File: src/rtl/abs_diff_pkg.sv
// Shared types and constants for the abs_diff delta-coded link (encoder and reconstruction side).
package abs_diff_pkg;

    localparam int SAMPLE_W      = 8;
    localparam int MAG_W_DEFAULT = 9;

    typedef enum logic {
        NOKEY,
        RUN
    } recon_state_e;

    typedef logic [SAMPLE_W-1:0] sample_t;

    typedef struct packed {
        logic                     key;
        logic                     sign;
        logic [MAG_W_DEFAULT-1:0] mag;
    } delta_t;

endpackage

File: src/rtl/abs_diff_recon_alu.sv
// Combinational delta application: magnitude masking, add/subtract, then clamp or wrap to 8 bits.
// Clamping is selected by defining ABS_DIFF_RECON_SAT_EN; otherwise the result wraps modulo 256.
module abs_diff_recon_alu
    import abs_diff_pkg::*;
#(
    parameter int MAG_W    = MAG_W_DEFAULT,
    parameter int LSB_DROP = 0
) (
    input  sample_t          pred,
    input  logic             sign,
    input  logic [MAG_W-1:0] mag,
    output sample_t          sample,
    output logic             sat
);

    localparam int S_W = MAG_W + 2;
    localparam logic [MAG_W-1:0] MAG_MASK = {MAG_W{1'b1}} << LSB_DROP;

    logic [MAG_W-1:0]      mag_m;
    logic signed [S_W-1:0] pred_ext;
    logic signed [S_W-1:0] mag_ext;
    logic signed [S_W-1:0] s;

    always_comb begin
        mag_m    = mag & MAG_MASK;
        pred_ext = $signed({{(S_W - SAMPLE_W){1'b0}}, pred});
        mag_ext  = $signed({2'b00, mag_m});
        s        = sign ? (pred_ext - mag_ext) : (pred_ext + mag_ext);
    end

`ifdef ABS_DIFF_RECON_SAT_EN
    localparam logic signed [S_W-1:0] SAMPLE_MAX = S_W'((1 << SAMPLE_W) - 1);

    always_comb begin
        sample = sample_t'(s);
        sat    = 1'b0;
        if (s < 0) begin
            sample = '0;
            sat    = 1'b1;
        end else if (s > SAMPLE_MAX) begin
            sample = '1;
            sat    = 1'b1;
        end
    end
`else
    always_comb begin
        sample = sample_t'(s);
        sat    = 1'b0;
    end
`endif

endmodule

File: src/rtl/abs_diff_recon.sv
// Receive-side reconstruction of an 8-bit sample stream from key/delta tokens, one registered
// output stage with valid/ready. ABS_DIFF_RECON_SAT_EN selects clamping instead of wrap.
module abs_diff_recon
    import abs_diff_pkg::*;
#(
    parameter int MAG_W    = MAG_W_DEFAULT,
    parameter int LSB_DROP = 0,
    parameter int CNT_W    = 16
) (
    input  logic             clk,
    input  logic             rst,
    input  logic             in_valid,
    output logic             in_ready,
    input  logic             in_key,
    input  logic             in_sign,
    input  logic [MAG_W-1:0] in_mag,
    output logic             out_valid,
    input  logic             out_ready,
    output logic [7:0]       out_data,
    output logic             out_sat,
    output logic             err,
    output logic [CNT_W-1:0] run_cnt
);

    recon_state_e     state_q, state_d;
    sample_t          pred_q, pred_d;
    logic             out_valid_q, out_valid_d;
    sample_t          out_data_q, out_data_d;
    logic             out_sat_q, out_sat_d;
    logic             err_q, err_d;
    logic [CNT_W-1:0] run_cnt_q, run_cnt_d;

    sample_t alu_sample;
    logic    alu_sat;
    logic    in_xfer;

    abs_diff_recon_alu #(
        .MAG_W   (MAG_W),
        .LSB_DROP(LSB_DROP)
    ) u_alu (
        .pred  (pred_q),
        .sign  (in_sign),
        .mag   (in_mag),
        .sample(alu_sample),
        .sat   (alu_sat)
    );

    // The output slot is free when empty or draining this cycle.
    assign in_ready = ~out_valid_q | out_ready;
    assign in_xfer  = in_valid & in_ready;

    always_comb begin
        state_d     = state_q;
        pred_d      = pred_q;
        out_valid_d = out_valid_q;
        out_data_d  = out_data_q;
        out_sat_d   = out_sat_q;
        err_d       = 1'b0;
        run_cnt_d   = run_cnt_q;

        if (out_ready) begin
            out_valid_d = 1'b0;
        end

        if (in_xfer && in_key) begin
            pred_d      = in_mag[SAMPLE_W-1:0];
            out_data_d  = in_mag[SAMPLE_W-1:0];
            out_sat_d   = 1'b0;
            out_valid_d = 1'b1;
            run_cnt_d   = CNT_W'(1);
            state_d     = RUN;
        end else if (in_xfer) begin
            if (state_q == NOKEY) begin
                err_d = 1'b1;
            end else begin
                pred_d      = alu_sample;
                out_data_d  = alu_sample;
                out_sat_d   = alu_sat;
                out_valid_d = 1'b1;
                if (~&run_cnt_q) begin
                    run_cnt_d = run_cnt_q + CNT_W'(1);
                end
            end
        end
    end

    always_ff @(posedge clk or posedge rst) begin
        if (rst) begin
            state_q     <= NOKEY;
            pred_q      <= '0;
            out_valid_q <= 1'b0;
            out_data_q  <= '0;
            out_sat_q   <= 1'b0;
            err_q       <= 1'b0;
            run_cnt_q   <= '0;
        end else begin
            state_q     <= state_d;
            pred_q      <= pred_d;
            out_valid_q <= out_valid_d;
            out_data_q  <= out_data_d;
            out_sat_q   <= out_sat_d;
            err_q       <= err_d;
            run_cnt_q   <= run_cnt_d;
        end
    end

    assign out_valid = out_valid_q;
    assign out_data  = out_data_q;
    assign out_sat   = out_sat_q;
    assign err       = err_q;
    assign run_cnt   = run_cnt_q;

endmodule

File: config.mk
export PLATFORM = sky130hd
export DESIGN_NAME = abs_diff_recon
export DESIGN_NICKNAME = d
export VERILOG_FILES = /design/src/rtl/abs_diff_pkg.sv /design/src/rtl/abs_diff_recon_alu.sv /design/src/rtl/abs_diff_recon.sv
export SDC_FILE = /design/constraint.sdc
export NUM_CORES = 1
export LEC_CHECK = 0
export ABC_AREA = 1
export BUFFER_PORTS_ARGS = -buffer_cell sky130_fd_sc_hd__buf_2
export CORE_AREA = 2 2 78 80
export DETAILED_ROUTE_END_ITERATION = 16
export DIE_AREA = 0 0 80 82
export GPL_ROUTABILITY_DRIVEN = 0
export PLACE_DENSITY_LB_ADDON = 0.08
export SLEW_MARGIN = 20
export SYNTH_ARGS = -nofsm -noshare
export SYNTH_HDL_FRONTEND = slang
export SYNTH_HIERARCHICAL = 1
export SYNTH_SLANG_ARGS = --single-unit
File: constraint.sdc
create_clock -name clk -period 2.1 [get_ports clk]
set_input_delay 0.42 -clock clk [delete_from_list [all_inputs] [get_ports clk]]
set_output_delay 0.42 -clock clk [all_outputs]
set_load 0.03 [all_outputs]
==> flow_summary_export.csv, run 1 <==
group,metric,value,unit
run_status,status,"completed",
logic_synthesis,synth_ff_type,"dfrtp_1",
placement,placed_cell_area,2590,sq um
floorplanning,rows,28,
timing,hold_violations,0,
placement,hpwlAfterDp,3740,microns
cells_and_area,antenna_cells,0,
worst_setup_path,cp_common_cell,"nand2_1",
worst_setup_path,crit_start,"in_mag[1]",
clocking,clkTransAtPathRegs,0.11,ns
grt,grt_pass1_vias,1914,
power_and_ir_drop,clock_power_share,0.167,
logic_synthesis,synth_edf_count,0,
clocking,cts_hold_buf,0,
worst_setup_path,ff2ff_setup_slack,0.36,ns
worst_setup_path,r2r-start,"out_data[0]",
floorplanning,die_x,80,microns
route,via_per_inst,4.65,
clocking,clk_latency,0.28,ns
cells_and_area,drive_gt1_frac,0.303,
timing,fin_crit_sh,0.963,
timing,finalClockSkew,0.0159,ns
route,wl_per_cell,11.7,microns
route,num_vias,2099,
logic_synthesis,synth_cell_types,36,
worst_setup_path,crit_path_end,"out_data[6]",
cells_and_area,layout.nets,402,
timing,slew_headroom,0.458,
floorplanning,core_area,5750,sq um
power_and_ir_drop,p_leak,1.49,nW
logic_synthesis,ys_ff_latch,28,
logic_synthesis,syn_area_per_cell,6.95,sq um
timing,maxSlewViolCount,0,
power_and_ir_drop,combPwrFrac,0.536,
grt,grt_pass1_wl,8740,microns
clocking,htreeDepth,1,
worst_setup_path,crit_cells,15,
power_and_ir_drop,peakVddDrop,0.494,mV
worst_setup_path,critPathSlowestCell,"ha_4",
worst_setup_path,path_max_fanout,4,
worst_setup_path,path_cells,"buf_6, buf_4, nor2_1, nand2_1, nand2_2, o21ai_1, xor2_1, inv_1, ha_4, nand2_1, or2_4, nand4_1, nand2_1, o21ai_1, nand2_1",
cells_and_area,design_area,2780,sq um
cells_and_area,synthToLayoutAreaGrowth,25.5,%
power_and_ir_drop,power_switching,1.15,mW
min_path,min_path_type,"input pin to asynchronous set/reset pin",
worst_setup_path,slowest_delay,0.31,ns
logic_synthesis,synth_most_common_cell,"nand2_1",
floorplanning,initial_core_util,0.386,
clocking,cts_inserted_buffers,3,
route,drc,0,
route,first_pass_iters,4,
worst_setup_path,start_kind,"input pin",
logic_synthesis,synthTopCellsByCount,"104 x nand2_1, 40 x nor2_1, 39 x inv_1",
floorplanning,die_h,82,microns
clocking,cts_sinks,28,
timing,setup_viol,0,
worst_setup_path,critical_path_buf_inv_count,3,
grt,grt_util_all_layers,0.166,
floorplanning,dieArea,6560,sq um
route,wl,5260,microns
logic_synthesis,netlist_area,2220,sq um
logic_synthesis,synth.yosys.warnings,6,
worst_setup_path,rr_worst_depth,10,
logic_synthesis,synth_largest_type_area_fraction,0.316,
timing,finalCriticalPeriod,2.02,ns
timing,tightest_slew,0.811,ns
worst_setup_path,crit_arrival,2.19,ns
timing,timing.fmax,495,MHz
logic_synthesis,synth-seq-area-share,0.316,
worst_setup_path,path_class,"input pin to register",
route,drt-initial-drc-count,51,
power_and_ir_drop,seqPwrFrac,0.298,
power_and_ir_drop,total_power,2.63,mW
logic_synthesis,synthArstFlopShare,1.00,
run,maxCapViolCount,0,
logic_synthesis,synth.area.top_cells,"dfrtp_1 32%, nand2_1 18%, nor2_1 6.8%",
timing,holdWs,0.184,ns
floorplanning,io_pins,43,
placement,port_buffers,41,
grt,grt_max_degree,31,
power_and_ir_drop,p_per_area,945,nW/um^2
route,detail-route-antenna-nets,0,
clocking,cts_tree,"built",
worst_setup_path,end_kind,"register",
logic_synthesis,yosys.area.top_type,"dfrtp_1",
power_and_ir_drop,p_sw_frac,0.437,
timing,rsz0062_at_grt,"true",
logic_synthesis,synthCells,319,
worst_setup_path,timing.rr.end,"out_data[6]",
grt,grt.overflow.total,0,
clocking,cts_root_buf,"clkbuf_8",
logic_synthesis,syn_nets,344,
worst_setup_path,cp_top_family,"simple AND/OR/NAND/NOR gates",
clocking,clockBufferDepth,2,
grt,grt_antenna_before_repair,0,
power_and_ir_drop,intPower,1.48,mW
worst_setup_path,required,2.27,ns
==> metal layers <==
layer	track usage	vias to the layer above	part of all wire
met2	0.301	29	0.49
met4	0.0305	0	0.0057
met1	0.214	950	0.47
met3	0.0198	2	0.032
li1	-	1118	-
met5	0	-	0
==> power groups by stage <==
stage / clock (mW) / combinational [mW] / sequential [mW]
3_3_place_gp: 0 / 1.24 / 0.782
3_5_place_dp: 0 / 1.25 / 0.783
5_1_grt: 0.473 / 1.58 / 0.805
2_1_floorplan: 0 / 0.701 / 0.977
4_1_cts: 0.455 / 1.25 / 0.773
6_report: 0.438 / 1.41 / 0.783
==> tightest hold or removal path: stages <==
cell and delay [ns]:
buf_2 0.09, inv_1 0.04, buf_4 0.34
==> cells by family after synthesis <==
group / after synthesis / share of synthesized area
simple gates: 184 / 0.362
buf+inv: 48 / 0.101
compound gates: 39 / 0.124
flops: 28 / 0.316
fa+ha+maj: 10 / 0.0598
xor+xnor: 9 / 0.0355
other cells: 1 / 0.00169
==> per-stage QoR <==
step	setup TNS, ns	util	worst slack, ns	instances
global placement	-1.14	0.451	-0.290	445
global route	-0.0945	0.485	-0.0461	451
CTS	0	0.464	0.0262	449
floorplan	0	-	0.00259	319
finish	0	0.485	0.0783	451
detailed placement	-1.39	0.451	-0.327	445
==> worst min-delay path by stage <==
| stage | from | to | slack, ns | depth (start not counted) |
|---|---|---|---|---|
| after floorplan | state_q | state_q | 0.48 | 2 |
| after global placement | out_sat | out_sat | 0.48 | 2 |
| after detailed placement | state_q | state_q | 0.50 | 2 |
| after CTS | rst | out_data[0] | 0.19 | 3 |
| after global routing | rst | out_data[0] | 0.23 | 3 |
| final | rst | out_data[0] | 0.18 | 3 |
==> state kept, by name, indices dropped and copies added, names as in the netlist <==
signal / count
err: 1
out_valid: 1
run_cnt: 16
out_data: 8
state_q: 1
out_sat: 1
==> cells in the final DEF (no fill, tap or decap), types with 6 or more instances in the layout <==
cell type / netlist / routed
nor2_1: 40 / 38
nand2_1: 104 / 100
inv_1: 39 / 35
xor2_1: 8 / 8
buf_4: 1 / 19
buf_2: 2 / 39
nand2_2: 3 / 6
dfrtp_1: 28 / 28
o21ai_0: 11 / 8
o21ai_2: 14 / 14
nand3_1: 23 / 22
==> layout make-up <==
cell class	instances	area, sq um
clock inverters	1	30.0
fillers	626	2960
inverters	41	164
repair buffers	60	360
well taps	75	93.8
multi-input cells	243	1390
clock buffers	3	41.3
flip-flops and latches	28	701
==> timing repair <==
action / CTS / global route
pin swaps: 0 / 14
setup buffers: 0 / 2
setup endpoints to repair: 3 / 5
endpoints found under the hold margin: 0 / 0
resized for setup: 1 / 28
Power figures use the tool's default switching activity.
==> run 2: changes to the inputs <==
- PLACE_DENSITY_LB_ADDON: 0.08 -> unset
==> run 2 against run 1 <==
Sequential cell count unchanged. Non-clock buffer count decreased by 4. Global-route usage is 0.44 points lower. Power shrank 4.2%. Die area did not move. Setup slack improved by 0.032 ns. Combinational power hardly changed. Clock power fell by 21%. Register-to-register slack got worse by 0.02 ns. Largest cell class unchanged. Sequential power is 0.6% higher. Hold slack better by 0.012 ns. Via count is 0.29% lower.
==> flow_summary_export.csv, run 2 (synthesized netlist as in run 1, its figures left out) <==
group,metric,value,unit
grt,grt_util_all_layers,0.162,
placement,port_buffers,41,
floorplanning,core_area,5750,sq um
timing,rsz0062_at_grt,"true",
floorplanning,die_x,80,microns
min_path,min_path_type,"input pin to asynchronous set/reset pin",
timing,tightest_slew,0.737,ns
worst_setup_path,rr_worst_depth,9,
worst_setup_path,r2r-start,"out_data[0]",
worst_setup_path,slowest_delay,0.30,ns
cells_and_area,layout.nets,398,
clocking,clk_latency,0.28,ns
timing,fin_crit_sh,0.947,
timing,final.setup.tns,0,ns
route,drt-initial-drc-count,89,
worst_setup_path,path_cells,"buf_2, buf_4, nor2_2, nand2_2, nand2_2, o21ai_2, xor2_1, inv_1, ha_4, nand2_2, or2_4, nand4_1, nand2_1, o21ai_1, nand2_1",
grt,grt_antenna_before_repair,0,
cells_and_area,final_util,0.475,
clocking,clockBufferDepth,2,
clocking,cts_inserted_buffers,3,
clocking,clkTransAtPathRegs,0.10,ns
floorplanning,initial_core_util,0.386,
worst_setup_path,required,2.27,ns
worst_setup_path,crit_start,"in_mag[1]",
floorplanning,die_h,82,microns
clocking,htreeDepth,1,
floorplanning,rows,28,
grt,grt_pass1_wl,8580,microns
route,first_pass_iters,4,
worst_setup_path,crit_arrival,2.16,ns
clocking,cts_tree,"built",
power_and_ir_drop,total_power,2.52,mW
timing,slew_headroom,0.507,
grt,grt.overflow.total,0,
run_status,status,"completed",
power_and_ir_drop,p_per_area,923,nW/um^2
worst_setup_path,end_kind,"register",
run,maxCapViolCount,0,
timing,setup_viol,0,
worst_setup_path,ff2ff_setup_slack,0.34,ns
timing,hold_violations,0,
clocking,cts_root_buf,"clkbuf_8",
route,drc,0,
placement,placed_cells,442,
timing,finalCriticalPeriod,1.99,ns
worst_setup_path,timing.rr.end,"out_data[4]",
clocking,cts_sinks,28,
route,wl,5230,microns
floorplanning,dieArea,6560,sq um
grt,grt_pass1_vias,1913,
route,num_vias,2093,
route,detail-route-antenna-nets,0,
worst_setup_path,cp_common_cell,"nand2_2",
grt,grt_max_degree,31,
cells_and_area,final_cell_mix,"99 x nand2_1, 41 x buf_2, 37 x nor2_1",
worst_setup_path,path_max_fanout,4,
worst_setup_path,critPathSlowestCell,"ha_4",
timing,holdWs,0.196,ns
cells_and_area,antenna_cells,0,
power_and_ir_drop,peakVddDrop,0.625,mV
placement,hpwlAfterDp,3760,microns
route,wl_per_cell,11.7,microns
cells_and_area,drive_gt1_frac,0.301,
route,via_per_inst,4.68,
cells_and_area,largest_reg_flops,16,
floorplanning,io_pins,43,
timing,timing.fmax,503,MHz
worst_setup_path,path_class,"input pin to register",
cells_and_area,synthToLayoutAreaGrowth,23.1,%
timing,finalClockSkew,0.00697,ns
cells_and_area,final_cells,447,
power_and_ir_drop,p_leak,1.46,nW
clocking,cts_hold_buf,0,
worst_setup_path,start_kind,"input pin",
cells_and_area,final_common_cell,"nand2_1",
timing,maxSlewViolCount,0,
## run 2: report_power, final
part           internal [mW]  total, mW  switching (mW)  leakage [nW]
registers              0.644      0.788           0.144         0.363
logic                  0.573       1.39           0.813          1.07
clock network          0.168      0.346           0.177        0.0288
total                   1.39       2.52            1.13          1.46
## run 2: worst max-delay path: cells and delay by family
family,cells,cell delay (ns)
adder cells (fa/ha/maj),1,0.30
XOR/XNOR,1,0.15
AO/OA/AOI/OAI,2,0.18
buffers and inverters,3,0.33
AND/OR/NAND/NOR,8,0.79
## run 2: worst max-delay path by stage
stage | end | slack, ns | cells after the start
2_1_floorplan | out_data[6] | 0.003 | 14
3_3_place_gp | out_data[6] | -0.27 | 15
3_5_place_dp | out_data[6] | -0.27 | 15
4_1_cts | out_data[6] | 0.02 | 15
5_1_grt | out_data[5] | -0.004 | 16
6_report | out_data[6] | 0.11 | 15
## run 2: what timing repair did
| action | 4_1_cts | 5_1_grt |
|---|---|---|
| buffers inserted | 0 | 1 |
| setup endpoints to repair | 0 | 5 |
| hold endpoints to repair | 0 | 0 |
| resized for setup | 0 | 27 |
## run 2: cell type report
| class | count | area (sq um) |
|---|---|---|
| inverters | 41 | 156 |
| multi-input cells | 243 | 1410 |
| fillers | 593 | 3020 |
| well taps | 75 | 93.8 |
| repair buffers | 56 | 318 |
| clock buffers | 4 | 55.1 |
| flip-flops and latches | 28 | 701 |
## run 2: layer usage
layer	wire, microns	track usage	vias up
met5	0	0	-
met4	24	0.0254	0
met3	164	0.0198	2
met2	2590	0.288	29
met1	2450	0.214	951
li1	-	-	1111
## run 2: metrics by stage
stage	setup WS [ns]	instance area, sq um
global route	-0.00421	2730
floorplan	0.00259	2230
detailed placement	-0.273	2570
global placement	-0.270	2570
CTS	0.0208	2620
finish	0.110	2730
